[src/rtl/vtg_pkg.sv]
// Shared types and constants for the raster timing / test-pattern generator.
// Latency: n/a (types only).
// Backpressure: n/a.
package vtg_pkg;

    typedef enum logic [1:0] {
        PAT_XOR  = 2'd0,
        PAT_BARS = 2'd1,
        PAT_GRID = 2'd2,
        PAT_GRAY = 2'd3
    } pattern_t;

    // Bar colours as {R,G,B} full-scale flags; index 0 is the leftmost bar:
    // white, yellow, cyan, green, magenta, red, blue, black.
    localparam logic [7:0][2:0] BAR_RGB = {
        3'b000, 3'b001, 3'b100, 3'b101,
        3'b010, 3'b011, 3'b110, 3'b111
    };

    localparam int BORDER_PX = 3;

endpackage

[src/rtl/vtg_pattern.sv]
// Combinational test-pattern colour for one raster position.
// Latency: 0 cycles (registered by the parent).
// Backpressure: none.
module vtg_pattern
    import vtg_pkg::*;
#(
    parameter int H_ACTIVE = 1280,
    parameter int COLOR_W  = 6,
    parameter int CNT_W    = 12
) (
    input  logic [CNT_W-1:0]   x,
    input  logic [5:0]         y_lo,
    input  logic [5:0]         frame_lo,
    input  pattern_t           pattern,
    input  logic               border,
    output logic [COLOR_W-1:0] red,
    output logic [COLOR_W-1:0] green,
    output logic [COLOR_W-1:0] blue
);

    localparam logic [CNT_W-1:0]   BAR_W = CNT_W'(H_ACTIVE / 8);
    localparam logic [COLOR_W-1:0] FULL  = '1;
    localparam logic [COLOR_W-1:0] GRAY  = COLOR_W'(1) << (COLOR_W - 1);

    logic [5:0] v6;
    logic [5:0] r6;
    logic [5:0] g6;
    logic [5:0] b6;
    logic [2:0] bar_idx;
    logic [2:0] bar_rgb;

    always_comb begin
        // Parallax: both axes scroll with the frame counter, everything mod 64.
        v6      = (y_lo + frame_lo) ^ (x[5:0] + frame_lo);
        r6      = {v6[4:0], 1'b0};
        g6      = {v6[3:0], 2'b00};
        b6      = v6 + {v6[4:0], 1'b0};
        bar_idx = 3'(x / BAR_W);
        bar_rgb = BAR_RGB[bar_idx];
        red     = '0;
        green   = '0;
        blue    = '0;
        case (pattern)
            PAT_XOR: begin
                red   = COLOR_W'(r6) << (COLOR_W - 6);
                green = COLOR_W'(g6) << (COLOR_W - 6);
                blue  = COLOR_W'(b6) << (COLOR_W - 6);
            end
            PAT_BARS: begin
                red   = bar_rgb[2] ? FULL : '0;
                green = bar_rgb[1] ? FULL : '0;
                blue  = bar_rgb[0] ? FULL : '0;
            end
            PAT_GRID: begin
                if (x[4:0] == 5'd0 || y_lo[4:0] == 5'd0) begin
                    red   = FULL;
                    green = FULL;
                    blue  = FULL;
                end
            end
            default: begin
                red   = GRAY;
                green = GRAY;
                blue  = GRAY;
            end
        endcase
        if (border) begin
            red   = FULL;
            green = '0;
            blue  = '0;
        end
    end

endmodule

[src/rtl/video_timing_gen.sv]
// Raster timing (hs/vs/de) plus test-pattern RGB; VTG_BORDER_EN adds a red frame border.
// Latency: all outputs registered, one cycle behind the hc/vc counters.
// Backpressure: none; enable low parks the raster at origin with outputs idle.
module video_timing_gen
    import vtg_pkg::*;
#(
    parameter int   H_ACTIVE = 1280,
    parameter int   H_FP     = 48,
    parameter int   H_SYNC   = 32,
    parameter int   H_BP     = 112,
    parameter int   V_ACTIVE = 800,
    parameter int   V_FP     = 3,
    parameter int   V_SYNC   = 6,
    parameter int   V_BP     = 3,
    parameter logic HS_POL   = 1'b0,
    parameter logic VS_POL   = 1'b0,
    parameter int   COLOR_W  = 6,
    parameter int   CNT_W    = 12
) (
    input  logic               clk,
    input  logic               rst_n,
    input  logic               enable,
    input  logic [1:0]         pattern_sel,
    output logic               hs,
    output logic               vs,
    output logic               de,
    output logic [CNT_W-1:0]   x,
    output logic [CNT_W-1:0]   y,
    output logic [COLOR_W-1:0] red,
    output logic [COLOR_W-1:0] green,
    output logic [COLOR_W-1:0] blue,
    output logic               frame_start,
    output logic [7:0]         frame_cnt
);

    localparam int H_TOTAL = H_ACTIVE + H_FP + H_SYNC + H_BP;
    localparam int V_TOTAL = V_ACTIVE + V_FP + V_SYNC + V_BP;

    localparam logic [CNT_W-1:0] H_LAST = CNT_W'(H_TOTAL - 1);
    localparam logic [CNT_W-1:0] V_LAST = CNT_W'(V_TOTAL - 1);
    localparam logic [CNT_W-1:0] H_ACT  = CNT_W'(H_ACTIVE);
    localparam logic [CNT_W-1:0] V_ACT  = CNT_W'(V_ACTIVE);
    localparam logic [CNT_W-1:0] HS_BEG = CNT_W'(H_ACTIVE + H_FP);
    localparam logic [CNT_W-1:0] HS_END = CNT_W'(H_ACTIVE + H_FP + H_SYNC);
    localparam logic [CNT_W-1:0] VS_BEG = CNT_W'(V_ACTIVE + V_FP);
    localparam logic [CNT_W-1:0] VS_END = CNT_W'(V_ACTIVE + V_FP + V_SYNC);

    logic [CNT_W-1:0]   hc;
    logic [CNT_W-1:0]   vc;
    pattern_t           pat_act;
    pattern_t           pat_cur;
    logic               origin;
    logic               h_wrap;
    logic               v_wrap;
    logic               de_c;
    logic               hs_on;
    logic               vs_on;
    logic               border;
    logic [COLOR_W-1:0] pat_r;
    logic [COLOR_W-1:0] pat_g;
    logic [COLOR_W-1:0] pat_b;

    assign origin = (hc == '0) && (vc == '0) && enable;
    assign h_wrap = (hc == H_LAST);
    assign v_wrap = (vc == V_LAST);
    assign de_c   = (hc < H_ACT) && (vc < V_ACT);
    assign hs_on  = (hc >= HS_BEG) && (hc < HS_END);
    assign vs_on  = (vc >= VS_BEG) && (vc < VS_END);

    // The origin pixel already uses the freshly sampled pattern.
    assign pat_cur = origin ? pattern_t'(pattern_sel) : pat_act;

`ifdef VTG_BORDER_EN
    localparam logic [CNT_W-1:0] B_LO   = CNT_W'(BORDER_PX);
    localparam logic [CNT_W-1:0] BX_HI  = CNT_W'(H_ACTIVE - BORDER_PX);
    localparam logic [CNT_W-1:0] BY_HI  = CNT_W'(V_ACTIVE - BORDER_PX);
    assign border = (hc < B_LO) || (hc >= BX_HI) || (vc < B_LO) || (vc >= BY_HI);
`else
    assign border = 1'b0;
`endif

    vtg_pattern #(
        .H_ACTIVE (H_ACTIVE),
        .COLOR_W  (COLOR_W),
        .CNT_W    (CNT_W)
    ) u_pattern (
        .x        (hc),
        .y_lo     (vc[5:0]),
        .frame_lo (frame_cnt[5:0]),
        .pattern  (pat_cur),
        .border   (border),
        .red      (pat_r),
        .green    (pat_g),
        .blue     (pat_b)
    );

    always_ff @(posedge clk or negedge rst_n) begin
        if (!rst_n) begin
            hc          <= '0;
            vc          <= '0;
            frame_cnt   <= '0;
            pat_act     <= PAT_XOR;
            de          <= 1'b0;
            hs          <= ~HS_POL;
            vs          <= ~VS_POL;
            x           <= '0;
            y           <= '0;
            red         <= '0;
            green       <= '0;
            blue        <= '0;
            frame_start <= 1'b0;
        end else if (!enable) begin
            hc          <= '0;
            vc          <= '0;
            de          <= 1'b0;
            hs          <= ~HS_POL;
            vs          <= ~VS_POL;
            x           <= '0;
            y           <= '0;
            red         <= '0;
            green       <= '0;
            blue        <= '0;
            frame_start <= 1'b0;
        end else begin
            hc <= h_wrap ? '0 : hc + CNT_W'(1);
            if (h_wrap) begin
                vc <= v_wrap ? '0 : vc + CNT_W'(1);
            end
            if (h_wrap && v_wrap) begin
                frame_cnt <= frame_cnt + 8'd1;
            end
            if (origin) begin
                pat_act <= pat_cur;
            end
            de          <= de_c;
            hs          <= hs_on ? HS_POL : ~HS_POL;
            vs          <= vs_on ? VS_POL : ~VS_POL;
            x           <= hc;
            y           <= vc;
            red         <= de_c ? pat_r : '0;
            green       <= de_c ? pat_g : '0;
            blue        <= de_c ? pat_b : '0;
            frame_start <= origin;
        end
    end

endmodule

[config.mk]
export PLATFORM = sky130hd
export DESIGN_NAME = video_timing_gen
export DESIGN_NICKNAME = d
export VERILOG_FILES = /design/src/rtl/vtg_pkg.sv /design/src/rtl/vtg_pattern.sv /design/src/rtl/video_timing_gen.sv
export SDC_FILE = /design/constraint.sdc
export NUM_CORES = 1
export LEC_CHECK = 0
export CAP_MARGIN = 20
export CORE_ASPECT_RATIO = 0.75
export CORE_MARGIN = 1
export CORE_UTILIZATION = 50
export DETAILED_ROUTE_END_ITERATION = 12
export PLACE_DENSITY = 0.86
export SLEW_MARGIN = 20
export SYNTH_ARGS = -nofsm -noshare
export SYNTH_HDL_FRONTEND = slang
export SYNTH_SLANG_ARGS = --single-unit
[constraint.sdc]
create_clock -name clk -period 4.5 [get_ports clk]
set_input_delay 0.9 -clock clk [delete_from_list [all_inputs] [get_ports clk]]
set_output_delay 0.9 -clock clk [all_outputs]
set_load 0.005 [all_outputs]
# == Yosys cells after proc, flatten, opt, wreduce, memory -nomap -nowiden ==
# Memory sizes are Yosys's and may differ from the RTL's.
# Index checks and enable logic that the tools add are counted.
# W data, S select, Z words.
# totals
inputBits,5
memories,1
out_inout_bits,54
rom_bits,24
ff_bits,80
# op_classes
eq_ne,5
muxes,28
bitwise,1
n_reduce_logical,14
div_mod_pow,1
n_addsub,6
n_lt_le_gt_ge,7
# mem_list
name,words,word_bits,rd,rd_clocked_by_memory_dff,wr,line,rtl
(no name shown),8,3,1,0,0,vtg_pattern.sv:39,bar_rgb = BAR_RGB[bar_idx];
# ops
cell,count
$mux W12,7
$mux W6,10
$pmux W6 S3,3
$add A12 B1 Y12 const B,2
$logic_not A12 Y1,2
$lt A12 B10 Y1 const B,2
$lt A12 B11 Y1 const B,2
$add A6 B6 Y6,3
$div A12 B8 Y12 const B,1
$eq A12 B10 Y1 const B,1
$eq A12 B11 Y1 const B,1
$ge A12 B10 Y1 const B,1
$ge A12 B11 Y1 const B,1
$logic_not A5 Y1,2
$add A8 B1 Y8 const B,1
$logic_and A1 B1 Y1,6
$mux W1,6
$xor A6 B6 Y6,1
$lt A3 B4 Y1 const B,1
$reduce_and A2 Y1,2
$mux W3,1
$eq A2 B1 Y1 const B,1
$eq A2 B2 Y1 const B,1
$logic_not A2 Y1,1
other kinds (3),3

# == Longest topological paths before layout ==
# Gate-level depths: netlist of run 1.
# depth
word_depth,8
mapped_depth,14
ltp_nobuf,14

# == Cells and area by module ==
# From an unflattened synthesis of run 1, not the netlist that was laid out.
# unflattened
hier_cells,485
hier_area_um2,4698.3
# modules_own_cells
mod,instances,cells_per_inst,area_each_um2
video_timing_gen,1,302,3392.0
vtg_pattern,1,183,1306.3

# == Worst setup path after synthesis of run 1 ==
# Ideal clock, no wire load.
# synth_path
path_kind,reg2reg
start,register frame_cnt[0]
end,register blue[5]
path_stages_with_launch,14
slack_ps,1232
t_arrival_ps,3135
setup_ps,133
cell_sequence,dfrtp_1 -> ha_1 -> inv_1 -> fa_1 -> xnor2_1 -> ha_1 -> fa_1 -> a21o_1 -> a21oi_1 -> xnor2_1 -> xnor2_1 -> xnor3_1 -> a21oi_1 -> a21oi_1
# synth_via
elab_chain_cells,6
elab_cells_between_ends,7
cone_classes,add/sub (3); mux (3); bitwise (1)
# synth_rtl
element,line,rtl
from (decl),video_timing_gen.sv:33,output logic [7:0] frame_cnt
from (signal assigned),video_timing_gen.sv:130,frame_cnt <= frame_cnt + 8'd1;
$add A6 B6 Y6,vtg_pattern.sv:34,v6 = (y_lo + frame_lo) ^ (x[5:0] + frame_lo);
$xor A6 B6 Y6 *,vtg_pattern.sv:34,
$add A6 B6 Y6 *,vtg_pattern.sv:37,"b6 = v6 + {v6[4:0], 1'b0};"
$pmux W6 S3 *,vtg_pattern.sv:43,case (pattern)
$mux W6 *,video_timing_gen.sv:142,blue <= de_c ? pat_b : '0;
$mux W6 *,video_timing_gen.sv:112,end else if (!enable) begin
to (signal assigned),video_timing_gen.sv:142,
to (decl),video_timing_gen.sv:31,"output logic [COLOR_W-1:0] blue,"
# Mark *: on every way between the ends. The rest lies on a longest branch, timed or not.
# A chain may end at the register's enable or synchronous reset.

# == Final worst setup path of run 1 ==
# layout_path
start,register vc[0]
end,register blue[5]
# layout_via
elab_chain_cells,8
elab_cells_between_ends,18
cone_classes,add/sub (2); order compare (1); eq/ne (2); mux (5); bitwise (1); reduce/logical (7)
# layout_rtl
element,line,rtl
from (decl),video_timing_gen.sv:49,logic [CNT_W-1:0] vc;
from (signal assigned),video_timing_gen.sv:127,vc <= v_wrap ? '0 : vc + CNT_W'(1);
branches (longest 6 deep; another with $add A6 B6 Y6),-,
$mux W6 *,video_timing_gen.sv:142,
$mux W6 *,video_timing_gen.sv:112,
# Mark *: on every way between the ends.

==> impl_results.md, run 1 <==
* Outcome: complete, no violations
* Count of different cell masters after synthesis at 59
* Warnings, synthesis at 0
* Startpoint type of the worst setup path: register
* Slowest Stage Delay on Critical Path at 0.52 ns
* Number of standard cells after synthesis at 426
* Grt total ovfl at 0
* Number of antenna violations at the first check in global routing at 0
* Post-Syn Area per Cell at 9.97 sq um
* Final design area excluding fillers at roughly 5200 sq um
* Total power density per cell area at 341 nW/um^2
* Initial DRC Count at 242
* Routed Wire Length at 9.11 mm
* Switching Fraction at 25.6%
* Maximum number of pins on one net before global-route repair at 80
* Peak supply drop at 0.000215 V
* Primary flip-flop cell chosen by synthesis mapping: sky130_fd_sc_hd__dfrtp_1
* Detailed Place HPWL at 6.33 mm
* Maximum buffer depth of the clock tree at 2
* Wire length of the first global-routing pass at 15.2 mm
* DR WL/cell at 15.7 microns
* Number of iterations in the first detailed-routing pass at 7
* Critical path peak fanout at 9
* Measured slew at the worst slew-check pin at 0.919 ns
* Post-synth EDFFs at 0
* Htree depth at 3
* Part of the power in combinational logic at 13.4%
* Clock Tree Root: sky130_fd_sc_hd__clkbuf_16
* Min cycle time layout at 3.52 ns
* Drt via density at between 5 and 6
* Remaining design rule violation count at 0
* Number of nets in the final layout at roughly 500
* Placed cell areas at 4840 sq um
* Net switching power of the design at about 450 uW
* List of cells traversed by the critical path: ha_1 -> inv_1 -> fa_1 -> xnor2_1 -> ha_1 -> fa_1 -> a21o_1 -> a21oi_1 -> xnor2_1 -> xnor2_1 -> xnor3_1 -> a21oi_1 -> a21oi_1
* Post-route total power at around 1.8 mW
* Pleak at roughly 2.3 nW
* Fraction of final layout cells with drive strength greater than 1 at 6.51%
* Internal power component at 1.31 mW
* Fin cells at 581
* Number of I/O port buffers at 58
* Worst Skew at 0.00726 ns
* Post-Place Worst Slack at 1.01 ns
* Class of the tightest hold or removal check: register to register
* CTS tree: built
* Cell area after technology mapping at approximately 4200 sq um
* Diode insertion count for antenna repair at 0
* Routed Antenna Nets at 0
* Global router's overall resource usage at a little under a quarter
* Setup crit end kind: register
* Total of hold buffers inserted after clock tree synthesis at 0
* Clock latency at the later pin of the worst-skew pair at 0.34 ns
* Core box area at 8060 sq um
* Setup violations, final at 0
* Accumulated negative setup slack at 0 ns
* Crit path arrival time at between 3 and 4 ns
* Weighted congestion reported at the end of routability-driven placement at roughly 0.90
* Row count at 28
* Class of the most critical setup path: register to register
* Inserted Clock Buffers at 9
* Die W at 108 microns
* Fmax achieved at 0.284 GHz
* Overall die area at 8870 sq um
* DP Cell Count at 565
* Clock share of power at 42.5%
* Clock input transition at the sequential cells of the worst setup and hold paths at ~0.070 ns
* Unrepaired setup endpoints after global routing: false
* Area growth, synth to finish at 21.3%
* Vias at 3264
* Post-CTS repair timing setup buffer count at 0
* Data required, critical path at about 4.7 ns
* Initial core utilization at a little over half
* Share of the yosys chip area belonging to registers at 46.6%
* Number of clock sinks at 79
* Number of max-slew violations in the final report at 0
* DIE HEIGHT at 81.8 microns
* PnR worst setup slack at 0.982 ns
* Share of the clock period used by the worst path at 78.2%
* Slowest stage cell on the critical path: sky130_fd_sc_hd__dfrtp_1
* Number of maximum-capacitance constraint violations at 0
* Final hold slack at 0.484 ns
* Resized Gates After CTS at 0
* Post-layout util at 64.0%
* Number of ports placed on the die boundary at 59
* Hold Vio Cnt, Final at 0
* Post-synthesis net count at 454
* Number of storage elements in the synthesis netlist at between 70 and 80
* FILL cells at about 670
* Relative slew margins at 38.7%
* Power share of the sequential group at 44.0%
* Share of async-settable or async-resettable flops after synthesis at 100%
* Number of global-route vias before repair at 3039
* Minimum setup slack among reg-to-reg paths at 0.98 ns
[cell usage after synthesis, drive strengths merged, types with 2 or more instances]
| master | count | area [sq um] |
|---|---|---|
| dfstp | 2 | 52.6 |
| a31oi | 2 | 12.5 |
| nor4 | 2 | 18.8 |
| a2111oi | 2 | 17.5 |
| mux2 | 2 | 22.5 |
| o41ai | 2 | 17.5 |
| o22ai | 4 | 25.0 |
| nand2b | 9 | 63.8 |
| nand3 | 14 | 75.1 |
| clkbuf | 9 | 33.8 |
| mux2i | 3 | 30.0 |
| a211oi | 2 | 15.0 |
| nor3 | 8 | 45.0 |
| fa | 3 | 60.1 |
| nand2 | 38 | 143 |
| or3 | 2 | 12.5 |
| a21o | 6 | 45.0 |
| nor4b | 2 | 23.8 |
| nor2 | 35 | 131 |
| a21oi | 30 | 150 |
| and2 | 29 | 181 |
| o21ai | 21 | 105 |
| xnor2 | 24 | 210 |
| or4b | 2 | 20.0 |
| ha | 20 | 250 |
| and3 | 2 | 12.5 |
| o32ai | 3 | 26.3 |
| dfrtp | 77 | 1930 |
| buf | 16 | 92.6 |
| a311oi | 2 | 17.5 |
| nand4 | 7 | 58.8 |
| inv | 13 | 48.8 |
| xor2 | 15 | 131 |
| nor2b | 2 | 12.5 |
[layout by cell type, fill, tap and decap left out, types with 2 or more instances in the layout]
cell type,synthesis,layout
sky130_fd_sc_hd__nor3_1,7,7
sky130_fd_sc_hd__or3_1,2,2
sky130_fd_sc_hd__nand4_1,6,6
sky130_fd_sc_hd__dfrtp_1,77,77
sky130_fd_sc_hd__a31oi_1,2,2
sky130_fd_sc_hd__ha_1,20,20
sky130_fd_sc_hd__o21ai_0,17,17
sky130_fd_sc_hd__and2_1,29,29
sky130_fd_sc_hd__nand3_1,13,13
sky130_fd_sc_hd__nand2_1,38,38
sky130_fd_sc_hd__o22ai_1,4,4
sky130_fd_sc_hd__mux2_2,2,2
sky130_fd_sc_hd__nand2b_1,8,8
sky130_fd_sc_hd__a311oi_1,2,2
sky130_fd_sc_hd__a2111oi_0,2,2
sky130_fd_sc_hd__or4b_1,2,2
sky130_fd_sc_hd__mux2i_1,3,3
sky130_fd_sc_hd__inv_1,12,12
sky130_fd_sc_hd__xor2_1,15,15
sky130_fd_sc_hd__fa_1,3,3
sky130_fd_sc_hd__inv_6,0,4
sky130_fd_sc_hd__a21o_1,6,6
sky130_fd_sc_hd__dfstp_2,2,2
sky130_fd_sc_hd__and3_1,2,2
sky130_fd_sc_hd__nor2_1,35,35
sky130_fd_sc_hd__buf_4,5,2
sky130_fd_sc_hd__o21ai_1,4,4
sky130_fd_sc_hd__clkbuf_16,0,9
sky130_fd_sc_hd__nor2b_1,2,2
sky130_fd_sc_hd__o41ai_1,2,2
sky130_fd_sc_hd__a21oi_1,30,30
sky130_fd_sc_hd__xnor2_1,24,24
sky130_fd_sc_hd__a211oi_1,2,2
sky130_fd_sc_hd__clkdlybuf4s50_1,0,57
sky130_fd_sc_hd__o32ai_1,3,3
[registers in the layout, summed over array words and instances (netlist names)]
register / cells
pat_act: 2
x: 12
green: 5
frame_cnt: 8
de: 1
hc: 12
vs: 1
frame_start: 1
hs: 1
blue: 6
y: 12
red: 6
vc: 12
[worst paths after layout]
path	endpoint	from	cells after the start
setup / recovery	blue[5]	vc[0]	13
hold reg to reg	frame_cnt[7]	frame_cnt[7]	1
min in group asynchronous	blue[4]	rst_n	1
setup reg to reg	blue[5]	vc[0]	13
hold / removal	frame_cnt[7]	frame_cnt[7]	1
max in group asynchronous	vc[11]	rst_n	1
[power groups by stage]
stage / clock network (mW) / registers, mW / logic [mW]
finish: 0.748 / 0.775 / 0.236
global route: 0.794 / 0.779 / 0.266
CTS: 0.757 / 0.774 / 0.236
detailed placement: 0 / 0.787 / 0.235
global placement: 0 / 0.785 / 0.228
floorplan: 0 / 0.789 / 0.115
[area by class of cell]
cell class,count,area [sq um],share of cell area (%)
well taps,105,131,2.55
flip-flops and latches,79,1980,38.4
inverters,13,48.8,0.947
multi-input cells,309,2100,40.7
clock buffers,9,225,4.37
clock inverters,7,83.8,1.63
repair buffers,59,586,11.4
[cell families (layout without fill, tap and decap cells)]
kind of cell               count (synthesis)  count (layout)  share of synthesized area (%)
buffers and inverters                     38              88                           4.12
adders and majority gates                 23              23                           7.30
DFF                                       79              79                           46.6
muxes                                      5               5                           1.24
xor gates and xnor gates                  40              40                           8.57
and+or+nand+nor                          157             157                           19.8
AOI/OAI and AO/OA                         84              84                           12.3
[per-layer routing]
layer	wire (microns)	part of all wire (%)	GRT usage (%)	vias up
li1	-	-	-	1554
met1	4310	47	32.1	1576
met2	4130	45	34.7	124
met3	572	6.3	4.60	10
met4	96	1.1	7.16	0
met5	0	0	0	-
[worst max-delay path, delay by kind of cell (launching register included)]
kind	cells	cell delay, ns
xor gates and xnor gates	4	0.85
adders and majority gates	4	1.36
AOI/OAI and AO/OA	4	0.60
DFF	1	0.52
buffers and inverters	1	0.06
Note: power is estimated with default switching activity, not from simulation.
==> run 2: changes to the inputs <==
Clock period 4.5 ns to 3.6 ns, I/O delays scaled along.
==> run 2 against run 1 <==
Worst hold slack lost 0.013 ns. Core utilization grew 0.90 points. Highest routed layer unchanged. Register-to-register slack lost 0.78 ns. Cell count grew 1.5%. Wire length grew 3.4%. Sequential share of layout area shrank 0.51 points. Critical path depth shrank 1. Sequential power grew 25%. Largest power group unchanged. Largest cell class unchanged. Maximum frequency grew 3.4%. Power grew 22%.
==> impl_results.md, run 2 (synthesis results as in run 1) <==
* Crit path arrival time at 3.61 ns (was 3.72 ns)
* Fraction of final layout cells with drive strength greater than 1 at 9.07% (was 6.51%)
* Measured slew at the worst slew-check pin at 0.965 ns (was 0.919 ns)
* Inserted Clock Buffers at 9 (unchanged)
* Area occupied by multi-input gates at 2120 sq um (was 2100 sq um)
* Relative slew margins at 35.6% (was 38.7%)
* Wire length on met3 at 493 microns (was 572 microns)
* Fmax achieved at 0.294 GHz (was 0.284 GHz)
* DIE HEIGHT at 81.8 microns (unchanged)
* Hold Vio Cnt, Final at 0 (unchanged)
* Vias at 3258 (was 3264)
* Number of clock sinks at 79 (unchanged)
* Number of global-route vias before repair at 3046 (was 3039)
* Remaining design rule violation count at 0 (unchanged)
* Part of the power in combinational logic at 14.4% (was 13.4%)
* Critical path peak fanout at 7 (was 9)
* Core box area at 8060 sq um (unchanged)
* Overall die area at 8870 sq um (unchanged)
* Htree depth at 3 (unchanged)
* Diode insertion count for antenna repair at 0 (unchanged)
* Maximum number of pins on one net before global-route repair at 80 (unchanged)
* FILL cells at 638 (was 667)
* Data required, critical path at 3.81 ns (was 4.70 ns)
* Power share of the sequential group at 45.1% (was 44.0%)
* Total of hold buffers inserted after clock tree synthesis at 0 (unchanged)
* Post-layout util at 64.9% (was 64.0%)
* CTS tree: built (unchanged)
* Internal power component at 1.58 mW (was 1.31 mW)
* Area growth, synth to finish at 23.0% (was 21.3%)
* Clock Tree Root: sky130_fd_sc_hd__clkbuf_16 (unchanged)
* Switching Fraction at 26.3% (was 25.6%)
* Worst Skew at 0.00916 ns (was 0.00726 ns)
* Net switching power of the design at 565 uW (was 450 uW)
* Setup violations, final at 0 (unchanged)
* Routed Wire Length at 9.42 mm (was 9.11 mm)
* Number of ports placed on the die boundary at 59 (unchanged)
* Initial core utilization at 52.7% (unchanged)
* Unrepaired setup endpoints after global routing: false (unchanged)
* Highest-count cells in the layout ignoring fill and taps: sky130_fd_sc_hd__dfrtp_1 (76), sky130_fd_sc_hd__clkdlybuf4s50_1 (57), sky130_fd_sc_hd__nand2_1 (38) (was sky130_fd_sc_hd__dfrtp_1 (77), sky130_fd_sc_hd__clkdlybuf4s50_1 (57), sky130_fd_sc_hd__nand2_1 (38))
* Share of the clock period used by the worst path at 94.5% (was 78.2%)
* Drt via density at 5.52 (was 5.62)
* Number of antenna violations at the first check in global routing at 0 (unchanged)
* Met1 wire length at 4.48 mm (was 4.31 mm)
* Routed met2 length at 4.24 mm (was 4.13 mm)
* Clock input transition at the sequential cells of the worst setup and hold paths at 0.06 ns (was 0.07 ns)
* Die W at 108 microns (unchanged)
* Setup crit end kind: register (unchanged)
* Class of the most critical setup path: register to register (unchanged)
* Post-route total power at 2.15 mW (was 1.76 mW)
* Class of the tightest hold or removal check: register to register (unchanged)
* Outcome: complete, no violations (unchanged)
* Number of iterations in the first detailed-routing pass at 4 (was 7)
* Total power density per cell area at 411 nW/um^2 (was 341 nW/um^2)
* Min cycle time layout at 3.40 ns (was 3.52 ns)
* Pleak at 2.37 nW (was 2.32 nW)
* Number of max-slew violations in the final report at 0 (unchanged)
* Clock share of power at 40.4% (was 42.5%)
* Sequential cell area in the final layout at 1980 sq um (about the same)
* Number of maximum-capacitance constraint violations at 0 (unchanged)
* Most common cell after layout, fill and taps aside: sky130_fd_sc_hd__dfrtp_1 (unchanged)
* Grt total ovfl at 0 (unchanged)
* Peak supply drop at 0.000278 V (was 0.000215 V)
* Minimum setup slack among reg-to-reg paths at 0.20 ns (was 0.98 ns)
* Accumulated negative setup slack at 0 ns (unchanged)
* Global router's overall resource usage at 23.7% (was 22.6%)
* Top routing layer used: met4 (unchanged)
* Wire length of the first global-routing pass at 15.7 mm (was 15.2 mm)
* Detailed Place HPWL at 6.62 mm (was 6.33 mm)
* Maximum buffer depth of the clock tree at 2 (unchanged)
* DR WL/cell at 16.0 microns (was 15.7 microns)
* Row count at 28 (unchanged)
* Number of I/O port buffers at 58 (unchanged)
* Routed Antenna Nets at 0 (unchanged)
* Clock latency at the later pin of the worst-skew pair at 0.34 ns (about the same)
* Weighted congestion reported at the end of routability-driven placement at 0.922 (was 0.900)
* Initial DRC Count at 182 (was 242)
* Number of nets in the final layout at 508 (was 499)
* Startpoint type of the worst setup path: register (unchanged)
* Post-CTS repair timing setup buffer count at 0 (unchanged)
[run 2: cell types whose count changed in the layout (fill, tap and decap cells not counted)]
cell                         change
sky130_fd_sc_hd__buf_4           +9
sky130_fd_sc_hd__xnor2_1         -3
sky130_fd_sc_hd__xnor2_2         +3
sky130_fd_sc_hd__clkinvlp_4      +2
sky130_fd_sc_hd__inv_6           -2
sky130_fd_sc_hd__bufinv_16       -1
sky130_fd_sc_hd__clkbuf_8        +1
sky130_fd_sc_hd__dfrtp_1         -1
sky130_fd_sc_hd__dfrtp_2         +1
[run 2: worst max-delay path, cell delays in order (launching register included)]
cell,delay (ns)
sky130_fd_sc_hd__dfrtp_1,0.48
sky130_fd_sc_hd__inv_1,0.15
sky130_fd_sc_hd__fa_1,0.49
sky130_fd_sc_hd__xnor2_1,0.22
sky130_fd_sc_hd__ha_1,0.28
sky130_fd_sc_hd__fa_1,0.41
sky130_fd_sc_hd__a21o_1,0.18
sky130_fd_sc_hd__a21oi_1,0.17
sky130_fd_sc_hd__xnor2_1,0.15
sky130_fd_sc_hd__xnor2_1,0.17
sky130_fd_sc_hd__xnor3_1,0.34
sky130_fd_sc_hd__a21oi_1,0.14
sky130_fd_sc_hd__a21oi_1,0.08
[run 2: final cells by class]
cell class	count	area share, %
repair buffers	68	12.5
clock buffers	10	4.57
flip-flops and latches	79	37.9
multi-input cells	309	40.6
clock inverters	6	0.982
well taps	105	2.51
inverters	13	0.934
[run 2: power groups by stage]
stage               registers (mW)  clock network (mW)  logic [mW]
floorplan                    0.986                   0       0.144
finish                       0.969               0.868       0.310
global placement             0.981                   0       0.294
global route                 0.974               0.925       0.347
detailed placement           0.985                   0       0.304
CTS                          0.969               0.888       0.307
[run 2: path summary, 6_finish.rpt]
check	startpoint	end	cells after the start
worst max-delay path	vc[1]	blue[5]	12
min in group asynchronous	rst_n	blue[3]	1
worst min-delay path	frame_cnt[7]	frame_cnt[7]	1
max in group asynchronous	rst_n	frame_cnt[1]	1
worst min register to register	frame_cnt[7]	frame_cnt[7]	1
worst max register to register	vc[1]	blue[5]	12
[run 2: timing repair]
action                                 4_1_cts  5_1_grt
resized for setup                            0        4
setup endpoints to repair                    0        1
endpoints found under the hold margin        0        0
[run 2: stage by stage]
| step | hold WS, ns | cells | setup slack, ns | instance area [sq um] |
|---|---|---|---|---|
| finish | 0.471 | 590 | 0.198 | 5230 |
| global route | 0.493 | 590 | 0.00509 | 5230 |
| CTS | 0.475 | 590 | 0.139 | 5200 |
| detailed placement | 0.463 | 574 | 0.191 | 4910 |
| global placement | 0.455 | 574 | 0.313 | 4910 |
| floorplan | 0.424 | 426 | 0.332 | 4250 |
[run 2: layer usage]
layer,vias to the layer above,track usage (%)
li1,1577,-
met1,1556,32.7
met2,105,36.0
met3,20,6.43
met4,0,8.11
met5,-,0
==> run 3: changes to the inputs <==
Settings changed: REMOVE_ABC_BUFFERS set to 1.
==> run 3 against run 2 <==
Critical path depth unchanged. Largest cell class unchanged. Highest routed layer unchanged. Power increased by 0.61%. Clock skew increased by 0.0014 ns. Sequential share of layout area increased by 0.24 points.
==> impl_results.md, run 3 (synthesis results as in run 1) <==
* Remaining design rule violation count at 0 (unchanged)
* Start of the worst register-to-register path: vc[1] (unchanged)
* Number of global-route vias before repair at 3265 (was 3046)
* Clock Tree Root: sky130_fd_sc_hd__clkbuf_16 (unchanged)
* Initial DRC Count at 303 (was 182)
* Setup crit end kind: register (unchanged)
* Initial core utilization at 52.7% (unchanged)
* Minimum setup slack among reg-to-reg paths at 0.13 ns (was 0.20 ns)
* Htree depth at 3 (unchanged)
* Total of hold buffers inserted after clock tree synthesis at 0 (unchanged)
* Post-Place Worst Slack at 0.143 ns (was 0.191 ns)
* Overall die area at 8870 sq um (unchanged)
* Vias at 3365 (was 3258)
* Crit path buffers/inverters at 1 (unchanged)
* Setup violations, final at 0 (unchanged)
* Maximum number of pins on one net before global-route repair at 80 (unchanged)
* Routed Antenna Nets at 0 (unchanged)
* Number of antenna violations at the first check in global routing at 0 (unchanged)
* Worst setup path startpoint: vc[1] (unchanged)
* Diode insertion count for antenna repair at 0 (unchanged)
* Min cycle time layout at 3.47 ns (was 3.40 ns)
* Row count at 28 (unchanged)
* FILL cells at 626 (was 638)
* Peak supply drop at 0.000302 V (was 0.000278 V)
* Pleak at 2.35 nW (was 2.37 nW)
* Drt via density at 5.73 (was 5.52)
* Core box area at 8060 sq um (unchanged)
* Fraction of final layout cells with drive strength greater than 1 at 8.09% (was 9.07%)
* Launch point of the worst hold path: frame_cnt[7] (unchanged)
* Startpoint type of the worst setup path: register (unchanged)
* Wire length of the first global-routing pass at 16.4 mm (was 15.7 mm)
* PnR worst setup slack at 0.127 ns (was 0.198 ns)
* Slowest Stage Delay on Critical Path at 0.49 ns (about the same)
* Class of the tightest hold or removal check: register to register (unchanged)
* CTS tree: built (unchanged)
* Maximum buffer depth of the clock tree at 2 (unchanged)
* Routed Wire Length at 9.69 mm (was 9.42 mm)
* Class of the most critical setup path: register to register (unchanged)
* Hold Vio Cnt, Final at 0 (unchanged)
* Number of maximum-capacitance constraint violations at 0 (unchanged)
* Number of ports placed on the die boundary at 59 (unchanged)
* Number of I/O port buffers at 58 (unchanged)
* Number of clock sinks at 79 (unchanged)
* Critical path peak fanout at 7 (unchanged)
* Outcome: complete, no violations (unchanged)
* Slowest stage cell on the critical path: sky130_fd_sc_hd__fa_1 (unchanged)
* Most common cell after layout, fill and taps aside: sky130_fd_sc_hd__dfrtp_1 (unchanged)
* DIE HEIGHT at 81.8 microns (unchanged)
* Cell type group with the largest total delay on the critical path: XOR/XNOR gates (was adder cells)
* Data required, critical path at 3.80 ns (was 3.81 ns)
* Inserted Clock Buffers at 9 (unchanged)
* Final design area excluding fillers at 5190 sq um (was 5230 sq um)
* Die W at 108 microns (unchanged)
* Number of max-slew violations in the final report at 0 (unchanged)
* List of cells traversed by the critical path: inv_1 -> fa_1 -> xnor2_1 -> xnor2_2 -> fa_1 -> a21o_1 -> a21oi_1 -> xnor2_1 -> xnor2_1 -> xnor3_1 -> a21oi_1 -> a21oi_1 (was inv_1 -> fa_1 -> xnor2_1 -> ha_1 -> fa_1 -> a21o_1 -> a21oi_1 -> xnor2_1 -> xnor2_1 -> xnor3_1 -> a21oi_1 -> a21oi_1)
* Fmax achieved at 0.288 GHz (was 0.294 GHz)
* Clock input transition at the sequential cells of the worst setup and hold paths at 0.07 ns (was 0.06 ns)
* Grt total ovfl at 0 (unchanged)
* Number of iterations in the first detailed-routing pass at 5 (was 4)
* DR WL/cell at 16.5 microns (was 16.0 microns)
* Highest-count cells in the layout ignoring fill and taps: sky130_fd_sc_hd__dfrtp_1 (76), sky130_fd_sc_hd__clkdlybuf4s50_1 (57), sky130_fd_sc_hd__nand2_1 (38) (unchanged)
* Share of the clock period used by the worst path at 96.5% (was 94.5%)
* Clock latency at the later pin of the worst-skew pair at 0.34 ns (about the same)
* Weighted congestion reported at the end of routability-driven placement at 0.908 (was 0.922)
* Relative slew margins at 35.9% (was 35.6%)
* Area growth, synth to finish at 22.2% (was 23.0%)
* Global router's overall resource usage at 24.0% (was 23.7%)
* Crit path arrival time at 3.67 ns (was 3.61 ns)
* Measured slew at the worst slew-check pin at 0.961 ns (was 0.965 ns)
* Final hold slack at 0.464 ns (was 0.471 ns)
* Number of nets in the final layout at 505 (was 508)
* Detailed Place HPWL at 6.73 mm (was 6.62 mm)
* Placed cell areas at 4880 sq um (was 4910 sq um)
* Worst Skew at 0.0105 ns (was 0.00916 ns)
* Total power density per cell area at 416 nW/um^2 (was 411 nW/um^2)
-- run 3: cell types whose count changed in the layout (fill, tap and decap cells not counted), sizes merged --
| cell | before | now |
|---|---|---|
| clkinvlp | 3 | 1 |
| inv | 16 | 15 |
| clkinv | 0 | 3 |
| buf | 11 | 8 |
-- run 3: final cells by class --
class | count | area (sq um) | area share [%]
repair buffers | 65 | 631 | 12.1
well taps | 105 | 131 | 2.53
clock buffers | 10 | 239 | 4.60
clock inverters | 6 | 53.8 | 1.04
flip-flops and latches | 79 | 1980 | 38.1
inverters | 13 | 48.8 | 0.940
multi-input cells | 309 | 2110 | 40.6
-- run 3: worst paths after layout --
kind,to,cells after the start
worst max-delay path,blue[5],12
worst min-delay path,frame_cnt[7],1
worst max register to register,blue[5],12
worst min register to register,frame_cnt[7],1
max in group asynchronous,frame_cnt[1],1
min in group asynchronous,blue[2],1
-- run 3: what timing repair did --
item	CTS	global route
setup buffers	0	0
gates resized for setup	0	3
endpoints found under the setup margin	0	1
-- run 3: where the power goes --
group	internal, mW	switching [mW]	total, mW
registers	0.942	0.0265	0.968
clock network	0.496	0.380	0.877
logic	0.147	0.169	0.316
-- run 3: per-layer routing --
metal  track usage [%]  routed length (microns)
met1              32.7                     4300
met2              39.6                     4640
met3              4.92                      660
met4              5.68                       83
met5                 0                        0
-- run 3: through the flow --
stage          total power, mW  utilization, %  TNS [ns]  instances
4_1_cts                   2.17            64.3         0        587
3_3_place_gp              1.28            60.6         0        571
2_1_floorplan             1.12               -         0        401
6_report                  2.16            64.5         0        587
3_5_place_dp              1.30            60.6         0        571
5_1_grt                   2.25            64.5  -0.00426        587
